**src/rtl/rr_sel_arbiter4_pkg.sv**
```systemverilog
// Shared types, sizes and helpers for the 4-way round-robin select arbiter.
// The arbiter drives the select of a downstream 4:1 single-bit mux.
package rr_sel_arbiter4_pkg;

    localparam int NCH   = 4;
    localparam int SEL_W = 2;

    typedef enum logic {
        IDLE  = 1'b0,
        GRANT = 1'b1
    } state_e;

    function automatic logic [NCH-1:0] onehot4(input logic [SEL_W-1:0] s);
        logic [NCH-1:0] v;
        case (s)
            2'd0:    v = 4'b0001;
            2'd1:    v = 4'b0010;
            2'd2:    v = 4'b0100;
            2'd3:    v = 4'b1000;
            default: v = 4'b0000;
        endcase
        return v;
    endfunction

endpackage

```
**src/rtl/rr_sel_arbiter4_pick4.sv**
```systemverilog
// Combinational rotating priority search: first set request bit at
// ptr, ptr+1, ptr+2, ptr+3 (mod 4).
module rr_pick4
    import rr_sel_arbiter4_pkg::*;
(
    input  logic [NCH-1:0]   req_i,
    input  logic [SEL_W-1:0] ptr_i,
    output logic             any_o,
    output logic [SEL_W-1:0] idx_o
);

    logic [SEL_W-1:0] cand_s;

    // Scan from the farthest offset down so the nearest requester wins last.
    always_comb begin
        any_o  = 1'b0;
        idx_o  = ptr_i;
        cand_s = 2'b00;
        for (int i = NCH - 1; i >= 0; i--) begin
            cand_s = ptr_i + i[SEL_W-1:0];
            if (req_i[cand_s]) begin
                any_o = 1'b1;
                idx_o = cand_s;
            end else begin
                any_o = any_o;
            end
        end
    end

endmodule

```
**src/rtl/rr_sel_arbiter4.sv**
```systemverilog
// Round-robin arbiter producing a glitch-free registered select for a 4:1 mux.
// Grants are released on done, request withdrawal or hold timeout.
module rr_sel_arbiter4
    import rr_sel_arbiter4_pkg::*;
#(
    parameter int MAX_HOLD = 8,
    parameter int CNT_W    = 4
) (
    input  logic             clk,
    input  logic             rst,
    input  logic [NCH-1:0]   req,
    input  logic             done,
    output logic [SEL_W-1:0] sel,
    output logic [NCH-1:0]   gnt,
    output logic             gnt_valid,
    output logic             timeout
);

    localparam logic             TIMEOUT_EN = (MAX_HOLD != 0);
    localparam logic [CNT_W-1:0] HOLD_LIM   = CNT_W'(MAX_HOLD);
    // With the timeout disabled the counter simply parks at all-ones.
    localparam logic [CNT_W-1:0] CNT_SAT    = TIMEOUT_EN ? HOLD_LIM : {CNT_W{1'b1}};
    localparam logic [CNT_W-1:0] CNT_ONE    = CNT_W'(1);

    state_e           state_q, state_d;
    logic [SEL_W-1:0] ptr_q, ptr_d;
    logic [CNT_W-1:0] cnt_q, cnt_d;
    logic [SEL_W-1:0] sel_q, sel_d;
    logic [NCH-1:0]   gnt_q, gnt_d;
    logic             gnt_valid_q, gnt_valid_d;
    logic             timeout_q, timeout_d;

    logic             pick_any_s;
    logic [SEL_W-1:0] pick_idx_s;
    logic             rel_done_s, rel_wd_s, rel_to_s;

    rr_pick4 u_pick (
        .req_i (req),
        .ptr_i (ptr_q),
        .any_o (pick_any_s),
        .idx_o (pick_idx_s)
    );

    // Release causes, only meaningful while a grant is held.
    always_comb begin
        rel_done_s = done;
        rel_wd_s   = ~req[sel_q];
        rel_to_s   = TIMEOUT_EN && (cnt_q == HOLD_LIM);
    end

    // Next-state and next-output logic.
    always_comb begin
        state_d     = state_q;
        ptr_d       = ptr_q;
        cnt_d       = cnt_q;
        sel_d       = sel_q;
        gnt_d       = gnt_q;
        gnt_valid_d = gnt_valid_q;
        timeout_d   = 1'b0;
        case (state_q)
            IDLE: begin
                if (pick_any_s) begin
                    state_d     = GRANT;
                    sel_d       = pick_idx_s;
                    gnt_d       = onehot4(pick_idx_s);
                    gnt_valid_d = 1'b1;
                    cnt_d       = CNT_ONE;
                end else begin
                    gnt_d       = 4'b0000;
                    gnt_valid_d = 1'b0;
                    cnt_d       = {CNT_W{1'b0}};
                end
            end
            GRANT: begin
                if (rel_done_s || rel_wd_s || rel_to_s) begin
                    state_d     = IDLE;
                    gnt_d       = 4'b0000;
                    gnt_valid_d = 1'b0;
                    ptr_d       = sel_q + 2'd1;
                    cnt_d       = {CNT_W{1'b0}};
                    timeout_d   = rel_to_s && !rel_done_s && !rel_wd_s;
                end else if (cnt_q != CNT_SAT) begin
                    cnt_d = cnt_q + CNT_ONE;
                end else begin
                    cnt_d = cnt_q;
                end
            end
            default: begin
                state_d     = IDLE;
                gnt_d       = 4'b0000;
                gnt_valid_d = 1'b0;
                cnt_d       = {CNT_W{1'b0}};
            end
        endcase
    end

    // State and output registers with synchronous reset.
    always_ff @(posedge clk) begin
        if (rst) begin
            state_q     <= IDLE;
            ptr_q       <= 2'b00;
            cnt_q       <= {CNT_W{1'b0}};
            sel_q       <= 2'b00;
            gnt_q       <= 4'b0000;
            gnt_valid_q <= 1'b0;
            timeout_q   <= 1'b0;
        end else begin
            state_q     <= state_d;
            ptr_q       <= ptr_d;
            cnt_q       <= cnt_d;
            sel_q       <= sel_d;
            gnt_q       <= gnt_d;
            gnt_valid_q <= gnt_valid_d;
            timeout_q   <= timeout_d;
        end
    end

    assign sel       = sel_q;
    assign gnt       = gnt_q;
    assign gnt_valid = gnt_valid_q;
    assign timeout   = timeout_q;

endmodule

```
**config.mk**
```make
export PLATFORM = sky130hd
export DESIGN_NAME = rr_sel_arbiter4
export DESIGN_NICKNAME = d
export VERILOG_FILES = /design/src/rtl/rr_sel_arbiter4_pkg.sv /design/src/rtl/rr_sel_arbiter4_pick4.sv /design/src/rtl/rr_sel_arbiter4.sv
export SDC_FILE = /design/constraint.sdc
export NUM_CORES = 1
export LEC_CHECK = 0
export ABC_AREA = 1
export CAP_MARGIN = 20
export CORE_MARGIN = 1.5
export CORE_UTILIZATION = 25
export CTS_BUF_LIST = sky130_fd_sc_hd__clkbuf_8
export DETAILED_ROUTE_END_ITERATION = 10
export PLACE_DENSITY_LB_ADDON = 0.12
export SLEW_MARGIN = 20
export SYNTH_ARGS = -nofsm -noshare
export SYNTH_HDL_FRONTEND = slang
export SYNTH_SLANG_ARGS = --single-unit
```
**constraint.sdc**
```tcl
create_clock -name clk -period 1.79 [get_ports clk]
set_clock_uncertainty 0.1 [all_clocks]
set_input_delay 0.537 -clock clk [delete_from_list [all_inputs] [get_ports clk]]
set_output_delay 0.537 -clock clk [all_outputs]
set_load 0.01 [all_outputs]
```
; ---- After elaboration in Yosys (flattened, before gate mapping)
; Cells that the tools add are included.
[totals]
register_bits = 15
inputBits = 7
output_inout_bits = 8
[op_classes]
magnitude_cmp = 5
n_reduce_logical = 9
eq_ne = 7
n_bitwise = 3
n_mux = 31
addsub = 5
[op_table]
columns = operator, count
row1 = two-way mux 4 bit, 4
row2 = case mux 4 bit (2 select lines), 2
row3 = case mux 4 bit (4 select lines), 1
row4 = "< comparator 2 x 3 -> 1 bit, second input constant", 5
row5 = two-way mux 1 bit, 13
row6 = binary-select mux 1 bit (select 2 bit), 5
row7 = two-way mux 2 bit, 4
row8 = "adder 2 x 1 -> 2 bit, second input constant", 2
row9 = "adder 2 bit, second input constant", 2
row10 = "adder 4 x 1 -> 4 bit, second input constant", 1
row11 = "equality test 2 bit, second input constant", 2
row12 = "equality test 4 bit, second input constant", 1
row13 = "inequality test 4 bit, second input constant", 1
row14 = case mux 1 bit (2 select lines), 2
row15 = AND reduction 2 bit, 2
row16 = "inequality test 3 x 1 -> 1 bit, second input constant", 1
row17 = NOT 1 bit, 3
row18 = OR reduction 3 bit, 1
row19 = "equality test 2 x 1 -> 1 bit, second input constant", 1
row20 = logical AND 1 bit, 2
row21 = logical NOT 2 bit, 1
row22 = logical OR 1 bit, 2
row23 = "inequality test 2 x 1 -> 1 bit, second input constant", 1
row24 = logical NOT 1 bit, 1

; ---- Logic depth before layout (Yosys ltp)
; Gate-level depths: netlist (run 1).
[depth]
word_depth = 11
mapped_depth = 14

; ---- Modules after synthesis
; From an unflattened synthesis (run 1), not the netlist that was laid out.
[hier_totals]
hier_cells = 146
hier_area_um2 = 924.6
[by_module_without_submodules]
columns = mod, seq_area_each_um2, area_each_um2, cells_per_inst, instances
row1 = rr_sel_arbiter4, 300.3, 690.7, 93, 1
row2 = rr_pick4, 0.0, 234.0, 53, 1

; ---- Least setup slack after synthesis (run 1)
; OpenSTA, ideal clock, no wires.
[synth_timing]
kind = input -> register
startpoint = input port req[1]
endpoint = register sel_q[0] (netlist: sel[0])
slack_ns = 0.224
arrival_ns = 1.350
path_stages = 9
n_path_buf = 0
required_ns = 1.574
path_cell_list = inv_1 nand2_1 nand3_2 nand2_1 inv_2 a31oi_4 nand2_1 o211ai_1 inv_1
[synth_between]
elab_chain_len = 7
[synth_lines]
columns = element, line_no
row1 = start: declaration, rr_sel_arbiter4.sv:11  ; input logic [NCH-1:0] req,
row2 = binary-select mux 1 bit (select 2 bit), rr_sel_arbiter4_pick4.sv:21  ; if (req_i[cand_s]) begin
row3 = two-way mux 1 bit (implied by the code), rr_sel_arbiter4_pick4.sv:21
row4 = two-way mux 1 bit (4 in series), rr_sel_arbiter4_pick4.sv:21
row5 = AND reduction 2 bit (no line), n/a
row6 = end signal: assignment, rr_sel_arbiter4.sv:111  ; sel_q <= sel_d;
row7 = end: declaration, rr_sel_arbiter4.sv:28  ; logic [SEL_W-1:0] sel_q, sel_d;
; Parallel ways exist; a longest one is shown, timed or not. The select of a mux whose other input is x is not followed.
; A chain may end at the register's enable or synchronous reset.

; ---- Worst setup path in the final report (run 1)
[layout_timing]
startpoint = register gnt_valid_q (netlist: gnt_valid)
endpoint = output port gnt_valid
[layout_rtl]
columns = element, line_no
row1 = start: declaration, rr_sel_arbiter4.sv:30  ; logic gnt_valid_q, gnt_valid_d;
row2 = start signal: assignment, rr_sel_arbiter4.sv:113  ; gnt_valid_q <= gnt_valid_d;
row3 = end: declaration, rr_sel_arbiter4.sv:15  ; output logic gnt_valid,
; No word-level cell between the ends.

==> results by group, run 1 <==
Floorplan
  – Starting Density: about 26%
  – DIE WIDTH: 61.5 um
  – Die ar.: 0.00378 sq mm
  – Placeable Area: 0.00331 sq mm
  – Top-level I/O count: 15
  – Die height: 61.5 um
  – Rows: 21

Synth
  – Synthesized net count: 135
  – Area contributors post-synth: dfxtp_1, nand2_1, inv_1, nand3_1, nor2_1
  – Netlist cell types: 24
  – Post-Syn Area: about 850 sq um
  – Yosys synthesis warning count: 0
  – Synthesized instance count: 126
  – Seq/Total Area, Yosys: between 30% and 40%
  – Synth Register Bits: 15
  – Most area-hungry cell type in the Yosys netlist: dfxtp_1
  – Synth top area share: 35.1%
  – Mean Syn Cell Area: 6.78 sq um

Routing
  – TritonRoute pass-1 iters: 4
  – WL met2: 921 um
  – Metal-1 WL: 1.01 mm
  – Via Count: approximately 860
  – Max Used Layer: met4
  – DR iter-0 viols: 35
  – Met3 WL: 95 um
  – Antenna-violating nets left: 0
  – Vias/cell: 4.26
  – Avg WL per Cell: 10.1 um
  – DRC Markers: 0
  – Total routed wirelength: 2.04 mm

Cells and area
  – Most frequent cells in the layout: nand2_1, inv_1, dfxtp_1
  – ANT cells: 0
  – Share of post-route cells with drive strength above 1: between 20% and 30%
  – Post-layout util: 37.7%
  – Non-filler cells, final: 201
  – Layout Area Growth over Synthesis: 46.0%
  – Most common cell after layout, fill and taps aside: nand2_1
  – Final net count: 165

Flow run
  – Max_cap viols: 0

Min path
  – HP Class: register to register

Timing
  – Hold slack: between 0.3 and 0.4 ns
  – Final Cycle Share: a little over nine tenths
  – Final Max Slew Viols: 0
  – Fin. Hold Viols: 0
  – Max_slew headroom: roughly four fifths
  – Final setup viols: 0
  – RSZ-0062 raised after global routing: no
  – Max Fclk: 0.574 GHz
  – Minimum clock period: 1.74 ns
  – Tightest Pin Transition: roughly 0.28 ns
  – Final worst setup slack: 0.0477 ns

Critical path
  – Startpoint Class: register
  – Critical Path End Type: output port
  – WP data arrival: 1.11 ns
  – CP delay by family, top: buffers and inverters
  – Max incr delay on CP: 0.53 ns
  – Worst Path Max Fanout: 2
  – Req. time, crit path: 1.15 ns
  – CP Cell Sequence: clkdlybuf4s50_1
  – Crit Path Class: register to output port
  – Buf/Inv on CP: 1
  – Critical-path top delay cell: clkdlybuf4s50_1

Placed design
  – Dpl ws: -0.538 ns
  – Dpl cells: 194
  – GPL Wtd Cong: roughly 0.75
  – Port buffer count: 14
  – DP HPWL: 1.60 mm

Power and ir drop
  – Power density cells: 1420 mW/mm^2
  – Max IR drop VDD: 0.621 mV
  – LEAKAGE: 0.000613 uW

Clock tree
  – CTS clk-pin slew, worst paths: around 0.060 ns
  – Clk buf depth: 2
  – Deepest level of the CTS H-tree: 1
  – Worst-skew pair later-pin latency: 0.25 ns
  – CTS tree: built
  – Root Driver: clkbuf_8
  – Clock Sinks: 15
  – CTS buffer count: 3

Global routing
  – Number of global-route vias before repair: 760
  – First-pass GRT wire length: 3.39 mm
  – Initial antenna violation count: 0
  – Total GRT Usage: 12.4%
  – Pin count of the biggest net entering global routing: 9
  – Total grt overflow: 0

Status
  – Outcome: finished clean
[cells by family (layout without fill, tap and decap cells)]
| group | count (synthesis) | count (layout) | synth area share (%) |
|---|---|---|---|
| and+or+nand+nor | 65 | 65 | 33.5 |
| buffers and inverters | 24 | 53 | 12.3 |
| AOI/OAI and AO/OA | 17 | 17 | 13.0 |
| DFF | 15 | 15 | 35.1 |
| xor gates and xnor gates | 3 | 3 | 3.08 |
| adders and majority gates | 2 | 2 | 2.93 |
[registers in the layout (all words and copies together) (netlist names)]
name / cells
state_q: 1
ptr_q: 2
timeout: 1
sel: 2
gnt_valid: 1
gnt: 4
cnt_q: 4
[routing by layer]
layer  global-route usage [%]  up-vias
li1                         -      456
met1                     17.0      382
met2                     19.5       17
met3                     4.41        2
met4                     1.82        0
met5                        0        -
[power by group]
part	switching [uW]	internal (uW)
Sequential	89.2	428
Clock	119	152
Combinational	537	452
[stage by stage]
step	cell area (sq um)	power (uW)	setup TNS, ns
2_1_floorplan	855	1060	0
3_3_place_gp	1120	1410	-5.16
3_5_place_dp	1120	1410	-5.61
4_1_cts	1230	1770	0
5_1_grt	1250	1930	0
6_report	1250	1780	0
[final timing paths]
kind | endpoint | slack, ns | cells past startpoint | from
min reg2reg | gnt[3] | 0.37 | 2 | gnt[3]
min | gnt[3] | 0.37 | 2 | gnt[3]
max reg2reg | cnt_q[0] | 0.12 | 11 | ptr_q[0]
max | gnt_valid | 0.05 | 1 | gnt_valid
[area by class of cell]
type | count | area, sq um
Fill cell | 375 | 2060
Multi-Input combinational cell | 87 | 502
Sequential cell | 15 | 304
Timing Repair Buffer | 26 | 245
Inverter | 23 | 93.8
Tap cell | 46 | 57.6
Clock buffer | 3 | 41.3
Clock inverter | 1 | 3.75
[synth_stat cells (all sizes together)]
library cell and number:
nand3 13, ha 2, dfxtp 15, xor2 1, buf 1, inv 23, nor2 10, nand4 1
nor3 1, o21ai 7, a31oi 1, xnor2 2, nand2 39, o22ai 3, nor4 1, a21oi 5
o211ai 1
[what timing repair did]
action,in CTS,in global routing
hold buffers,0,0
setup buffers,2,1
pin swaps,6,2
resized for setup,22,9
setup endpoints to repair,16,7
No activity file was read; power rests on OpenSTA's default activity.
==> run 2: changes to the inputs <==
--- a/config.mk
+++ b/config.mk
@@ -14,2 +14,4 @@
 export PLACE_DENSITY_LB_ADDON = 0.12
+export REMOVE_ABC_BUFFERS = 1
+export SETUP_SLACK_MARGIN = 0.4
 export SLEW_MARGIN = 20
==> constraint.sdc (replaced) <==
create_clock -name clk -period 1.79 [get_ports clk]
set_clock_uncertainty 0.1 [all_clocks]
set_input_delay 0.2685 -clock clk [delete_from_list [all_inputs] [get_ports clk]]
set_output_delay 0.2685 -clock clk [all_outputs]
set_load 0.01 [all_outputs]
==> run 2 against run 1 <==
Effect of this change: worst setup slack gained 0.071 ns; highest routed layer is now met3; cell count grew 1.5%; largest power group unchanged; core utilization grew 5.9 points; worst hold slack lost 0.0092 ns.
==> results by group, run 2 (same netlist as run 1, synthesis figures left out) <==
Critical path
  – Flop-to-flop setup slack: 0.12 ns (about the same)
  – Critical-path top delay cell: dfxtp_2
  – Critical Path End Type: register
  – Worst reg2reg path startpoint: ptr_q[0]
  – CP Cell Sequence: buf_12 -> clkinv_8 -> nand2_4 -> nand2_4 -> nand2_2 -> nand2_2 -> nor2_4 -> a31oi_4 -> buf_12 -> o21ai_4 -> nor2_1
  – R2R cell count: 11 (unchanged)
  – Reg2reg end: cnt_q[0]
  – Req. time, crit path: 1.83 ns (+0.68 ns)
  – Buf/Inv on CP: 3 (+2)
  – Worst Path Max Fanout: 8 (+6)
  – Max incr delay on CP: 0.34 ns (-0.19 ns)
  – Crit Path Class: register to register
  – Startpoint Class: register
  – WP data arrival: 1.71 ns (+0.60 ns)
  – CP delay by family, top: simple AND/OR/NAND/NOR gates

Power and ir drop
  – Power density cells: 1440 mW/mm^2 (+1.3%)
  – Seq pwr share: 25.6% (-3.5 points)
  – Combinational power share: 61.7% (+6.0 points)
  – Total power: 2080 uW (+17%)
  – Clock share of power: 12.7% (-2.5 points)
  – LEAKAGE: 0.000676 uW (+10%)
  – Pint: 1160 uW (+13%)
  – Max IR drop VDD: 0.847 mV (+36%)
  – Psw: 922 uW (+24%)
  – Net Sw Frac: 44.3% (+2.3 points)

Cells and area
  – Most common cell after layout, fill and taps aside: inv_1
  – Layout Area Growth over Synthesis: 69.0%
  – ANT cells: 0 (unchanged)
  – Final net count: 168 (+1.8%)
  – Non-filler cells, final: 204 (+1.5%)
  – Post-layout util: 43.6% (+5.9 points)
  – Fill count: 349 (-6.9%)
  – Most frequent cells in the layout: inv_1, nand2_1, buf_4
  – Share of post-route cells with drive strength above 1: 44.3% (+17 points)

Clock tree
  – Deepest level of the CTS H-tree: 1 (unchanged)
  – CTS buffer count: 3 (unchanged)
  – Clock Sinks: 15 (unchanged)
  – Root Driver: clkbuf_8
  – CTS Hold Bufs: 0 (unchanged)
  – Clk buf depth: 2 (unchanged)
  – CTS clk-pin slew, worst paths: 0.06 ns (about the same)
  – Worst-skew pair later-pin latency: 0.24 ns (about the same)
  – CTS tree: built

Min path
  – Hold wc startpoint: gnt[3]
  – HP Class: register to register
  – Hold Crit Endpoint: gnt[3]
  – Hold Crit Depth: 2 (unchanged)

Placed design
  – DP HPWL: 1.60 mm (-0.26%)
  – Dpl cells: 193 (-0.52%)
  – GPL Wtd Cong: 0.724 (-3.5%)
  – Port buffer count: 14 (unchanged)

Flow run
  – Max_cap viols: 0 (unchanged)

Timing
  – Final Cycle Share: 93.4% (-4.0 points)
  – Minimum clock period: 1.67 ns (-0.0712 ns)
  – Max_slew headroom: 74.8% (-6.1 points)
  – Final Max Slew Viols: 0 (unchanged)
  – Final setup viols: 0 (unchanged)
  – Tightest Pin Transition: 0.378 ns (+0.0942 ns)
  – RSZ-0062 raised after global routing: yes
  – Max Fclk: 0.598 GHz (+4.3%)
  – Fin. Hold Viols: 0 (unchanged)

Routing
  – Via Count: 901 (+5.1%)
  – Vias/cell: 4.42 (+3.6%)
  – Total routed wirelength: 2.34 mm (+15%)
  – WL met2: 1.24 mm (+35%)
  – Avg WL per Cell: 11.5 um (+13%)
  – Met3 WL: 67 um (-29%)
  – Max Used Layer: met3
  – TritonRoute pass-1 iters: 4 (unchanged)
  – DRC Markers: 0 (unchanged)
  – Metal-1 WL: 1.03 mm (+2.4%)
  – Antenna-violating nets left: 0 (unchanged)
  – DR iter-0 viols: 12 (-66%)

Status
  – Outcome: finished clean

Floorplan
  – Rows: 21 (unchanged)
  – Starting Density: 25.8% (unchanged)
  – Top-level I/O count: 15 (unchanged)
  – Placeable Area: 0.00331 sq mm (unchanged)
  – DIE WIDTH: 61.5 um (unchanged)
  – Die ar.: 0.00378 sq mm (unchanged)
  – Die height: 61.5 um (unchanged)

Global routing
  – Number of global-route vias before repair: 780 (+2.6%)
  – Total grt overflow: 0 (unchanged)
  – Pin count of the biggest net entering global routing: 9 (unchanged)
  – Initial antenna violation count: 0 (unchanged)
  – Total GRT Usage: 12.0% (-0.49 points)
  – First-pass GRT wire length: 3.39 mm (unchanged)
## run 2: cell count changes in the layout (fill, tap and decap cells not counted), sizes merged
cell | previous run | this run
clkdlybuf4s50 | 6 | 2
dlygate4sd2 | 4 | 9
buf | 12 | 15
inv | 24 | 23
clkinv | 0 | 1
dlymetal6s2s | 2 | 1
## run 2: layout make-up
class / count / area (sq um) / area share (%)
Timing Repair Buffer: 29 / 264 / 18.3
Multi-Input combinational cell: 87 / 661 / 45.8
Clock buffer: 3 / 41.3 / 2.86
Clock inverter: 1 / 3.75 / 0.260
Inverter: 23 / 106 / 7.37
Sequential cell: 15 / 310 / 21.5
Tap cell: 46 / 57.6 / 3.99
## run 2: how the worst max path moves through the flow
stage	startpoint	endpoint	cells after the start
final	ptr_q[0]	cnt_q[0]	11
after global routing	ptr_q[0]	cnt_q[0]	10
after CTS	ptr_q[0]	cnt_q[0]	11
after detailed placement	req[3]	sel[0]	10
after global placement	req[3]	sel[0]	10
after floorplan	ptr_q[0]	sel[0]	9
## run 2: per-stage QoR
step	hold slack (ns)	setup WS, ns	area (sq um)	TNS [ns]
5_1_grt	0.386	0.0341	1440	0
6_report	0.357	0.119	1440	0
3_5_place_dp	0.361	-0.273	1110	-1.62
4_1_cts	0.361	0.160	1260	0
3_3_place_gp	0.360	-0.259	1110	-1.44
2_1_floorplan	0.238	0.232	843	0
## run 2: layer usage
layer,vias up,global-route usage (%)
met5,-,0
met4,0,1.82
met3,0,3.78
met2,10,18.2
met1,424,16.9
li1,467,-
## run 2: power groups by stage
stage               logic (uW)  registers (uW)  clock network, uW
floorplan                  514             535                  0
global placement           916             505                  0
detailed placement         916             505                  0
CTS                       1050             513                280
global route              1420             545                294
finish                    1290             534                265
## run 2: worst reg2reg max path, delay by kind of cell (launching register included)
family | cells | cell delay [ns]
AOI/OAI and AO/OA | 2 | 0.30
and+or+nand+nor | 6 | 0.44
buffers and inverters | 3 | 0.39
DFF | 1 | 0.34
## run 2: timing repair
| action | 4_1_cts | 5_1_grt |
|---|---|---|
| buffers inserted | 3 | 4 |
| endpoints found under the hold margin | 0 | 0 |
| setup endpoints to repair | 22 | 16 |
| resized for setup | 38 | 42 |
| pin swaps | 11 | 13 |
==> run 3: changes to the inputs <==
RECOVER_POWER = 25   (was default)
==> run 3 against run 2 <==
Effect of this change: register-to-register slack about the same; non-clock buffer count unchanged; critical path type unchanged; largest cell class unchanged; sequential share of layout area about the same; clock power about the same; global-route usage unchanged; wire length about the same; via count unchanged; clock-buffer cell count unchanged; sequential power about the same.
==> results by group, run 3 (same netlist as run 1, synthesis figures left out) <==
Placed design
  – Dpl ws: -0.273 ns (unchanged)
  – GPL Wtd Cong: 0.724 (unchanged)
  – Port buffer count: 14 (unchanged)
  – DP HPWL: 1.60 mm (unchanged)
  – Area after DPL: 0.00111 sq mm (unchanged)

Timing
  – Final worst setup slack: 0.119 ns (-0.0000230 ns)
  – Hold slack: 0.357 ns (unchanged)
  – Max Fclk: 0.598 GHz (about the same)
  – Fin. Hold Viols: 0 (unchanged)
  – Final Max Slew Viols: 0 (unchanged)
  – Final Cycle Share: 93.4% (about the same)
  – Tightest Pin Transition: 0.378 ns (unchanged)
  – Max_slew headroom: 74.8% (unchanged)
  – RSZ-0062 raised after global routing: yes
  – Minimum clock period: 1.67 ns (+0.0000230 ns)
  – Final setup viols: 0 (unchanged)

Global routing
  – Pin count of the biggest net entering global routing: 9 (unchanged)
  – Number of global-route vias before repair: 780 (unchanged)
  – Global route hottest layer: met2
  – GR Layer Usage met3: 3.78% (unchanged)
  – First-pass GRT wire length: 3.39 mm (unchanged)
  – Total GRT Usage: 12.0% (unchanged)
  – M1 GR Usage: 16.9% (unchanged)
  – Initial antenna violation count: 0 (unchanged)
  – Total grt overflow: 0 (unchanged)
  – M2 GR Usage: 18.2% (unchanged)

Critical path
  – Buf/Inv on CP: 3 (unchanged)
  – Critical Path End Type: register
  – Worst Path Max Fanout: 8 (unchanged)
  – Critical-path top delay cell: dfxtp_2
  – Crit Path Class: register to register
  – CP Cell Sequence: buf_12 -> clkinv_8 -> nand2_4 -> nand2_4 -> nand2_2 -> nand2_2 -> nor2_4 -> a31oi_4 -> buf_12 -> o21ai_4 -> nor2_1
  – Req. time, crit path: 1.83 ns (about the same)
  – Max incr delay on CP: 0.34 ns (about the same)
  – CP delay by family, top: simple AND/OR/NAND/NOR gates
  – WP data arrival: 1.71 ns (about the same)
  – Startpoint Class: register

Routing
  – Antenna-violating nets left: 0 (unchanged)
  – Via Count: 901 (unchanged)
  – DR iter-0 viols: 12 (unchanged)
  – Vias/cell: 4.42 (unchanged)
  – DRC Markers: 0 (unchanged)
  – TritonRoute pass-1 iters: 4 (unchanged)
  – Avg WL per Cell: 11.5 um (about the same)
  – Total routed wirelength: 2.34 mm (about the same)

Power and ir drop
  – Clock share of power: 12.7% (about the same)
  – LEAKAGE: 0.000661 uW (-2.3%)
  – Seq pwr share: 25.6% (about the same)
  – Net Sw Frac: 44.3% (about the same)
  – Power density cells: 1450 mW/mm^2 (+0.19%)
  – Combinational power share: 61.7% (about the same)
  – Psw: 923 uW (+0.11%)
  – Max IR drop VDD: 0.858 mV (+1.2%)
  – Pint: 1160 uW (about the same)
  – Total power: 2080 uW (about the same)

Clock tree
  – Clock Sinks: 15 (unchanged)
  – Deepest level of the CTS H-tree: 1 (unchanged)
  – Root Driver: clkbuf_8
  – CTS Hold Bufs: 0 (unchanged)
  – CTS tree: built
  – CTS clk-pin slew, worst paths: 0.06 ns (about the same)
  – Clk buf depth: 2 (unchanged)
  – CTS buffer count: 3 (unchanged)
  – Worst-skew pair later-pin latency: 0.24 ns (about the same)

Floorplan
  – Starting Density: 25.8% (unchanged)
  – Rows: 21 (unchanged)
  – Die height: 61.5 um (unchanged)
  – Placeable Area: 0.00331 sq mm (unchanged)
  – DIE WIDTH: 61.5 um (unchanged)
  – Top-level I/O count: 15 (unchanged)
  – Die ar.: 0.00378 sq mm (unchanged)

Min path
  – HP Class: register to register

Cells and area
  – Post-layout util: 43.5% (-0.076 points)
  – Final net count: 168 (unchanged)
  – ANT cells: 0 (unchanged)
  – Layout Area Growth over Synthesis: 68.7%
  – Most common cell after layout, fill and taps aside: inv_1
  – Most frequent cells in the layout: inv_1, nand2_1, buf_4
  – Share of post-route cells with drive strength above 1: 44.3% (unchanged)
  – Post-route cell area: 0.00144 sq mm (-0.17%)

Status
  – Outcome: finished clean

Flow run
  – Max_cap viols: 0 (unchanged)
## run 3: changes by cell type in the layout (fill, tap and decap cells not counted)
cell	before	now
dlymetal6s2s_1	1	0
clkdlybuf4s25_1	0	1
## run 3: worst reg2reg max path: stages, from the launching register on
cell and delay [ns]:
dfxtp_2 0.34, buf_12 0.13, clkinv_8 0.09, nand2_4 0.08
nand2_4 0.06, nand2_2 0.06, nand2_2 0.07, nor2_4 0.11
a31oi_4 0.15, buf_12 0.17, o21ai_4 0.15, nor2_1 0.06
## run 3: layout make-up
class | count | area, sq um
Timing Repair Buffer | 29 | 262
Multi-Input combinational cell | 87 | 661
Sequential cell | 15 | 310
Clock inverter | 1 | 3.75
Fill cell | 350 | 1870
Tap cell | 46 | 57.6
Inverter | 23 | 106
Clock buffer | 3 | 41.3
## run 3: routing by layer
| layer | part of all wire (%) | vias to the layer above |
|---|---|---|
| met1 | 44 | 424 |
| met3 | 2.9 | 0 |
| met4 | 0 | 0 |
| met2 | 53 | 10 |
| li1 | - | 467 |
| met5 | 0 | - |
## run 3: path summary, 6_finish.rpt
check,end,from,cells past startpoint,slack (ns)
max,cnt_q[0],ptr_q[0],11,0.12
min,gnt[3],gnt[3],2,0.36
max reg2reg,cnt_q[0],ptr_q[0],11,0.12
min reg2reg,gnt[3],gnt[3],2,0.36
## run 3: power by group through the flow
stage	Clock, uW	Combinational, uW	Sequential [uW]
detailed placement	0	916	505
floorplan	0	514	535
global route	294	1410	545
finish	265	1290	534
CTS	280	1050	513
global placement	0	916	505
## run 3: repair_timing
item | CTS | global route
setup endpoints to repair | 22 | 16
gates resized for setup | 38 | 42
pin swaps | 11 | 13
setup buffers | 3 | 4
## run 3: per-stage QoR
step | instances | TNS (ns)
finish | 204 | 0
floorplan | 125 | 0
global placement | 193 | -1.44
detailed placement | 193 | -1.62
global route | 204 | 0
CTS | 200 | 0
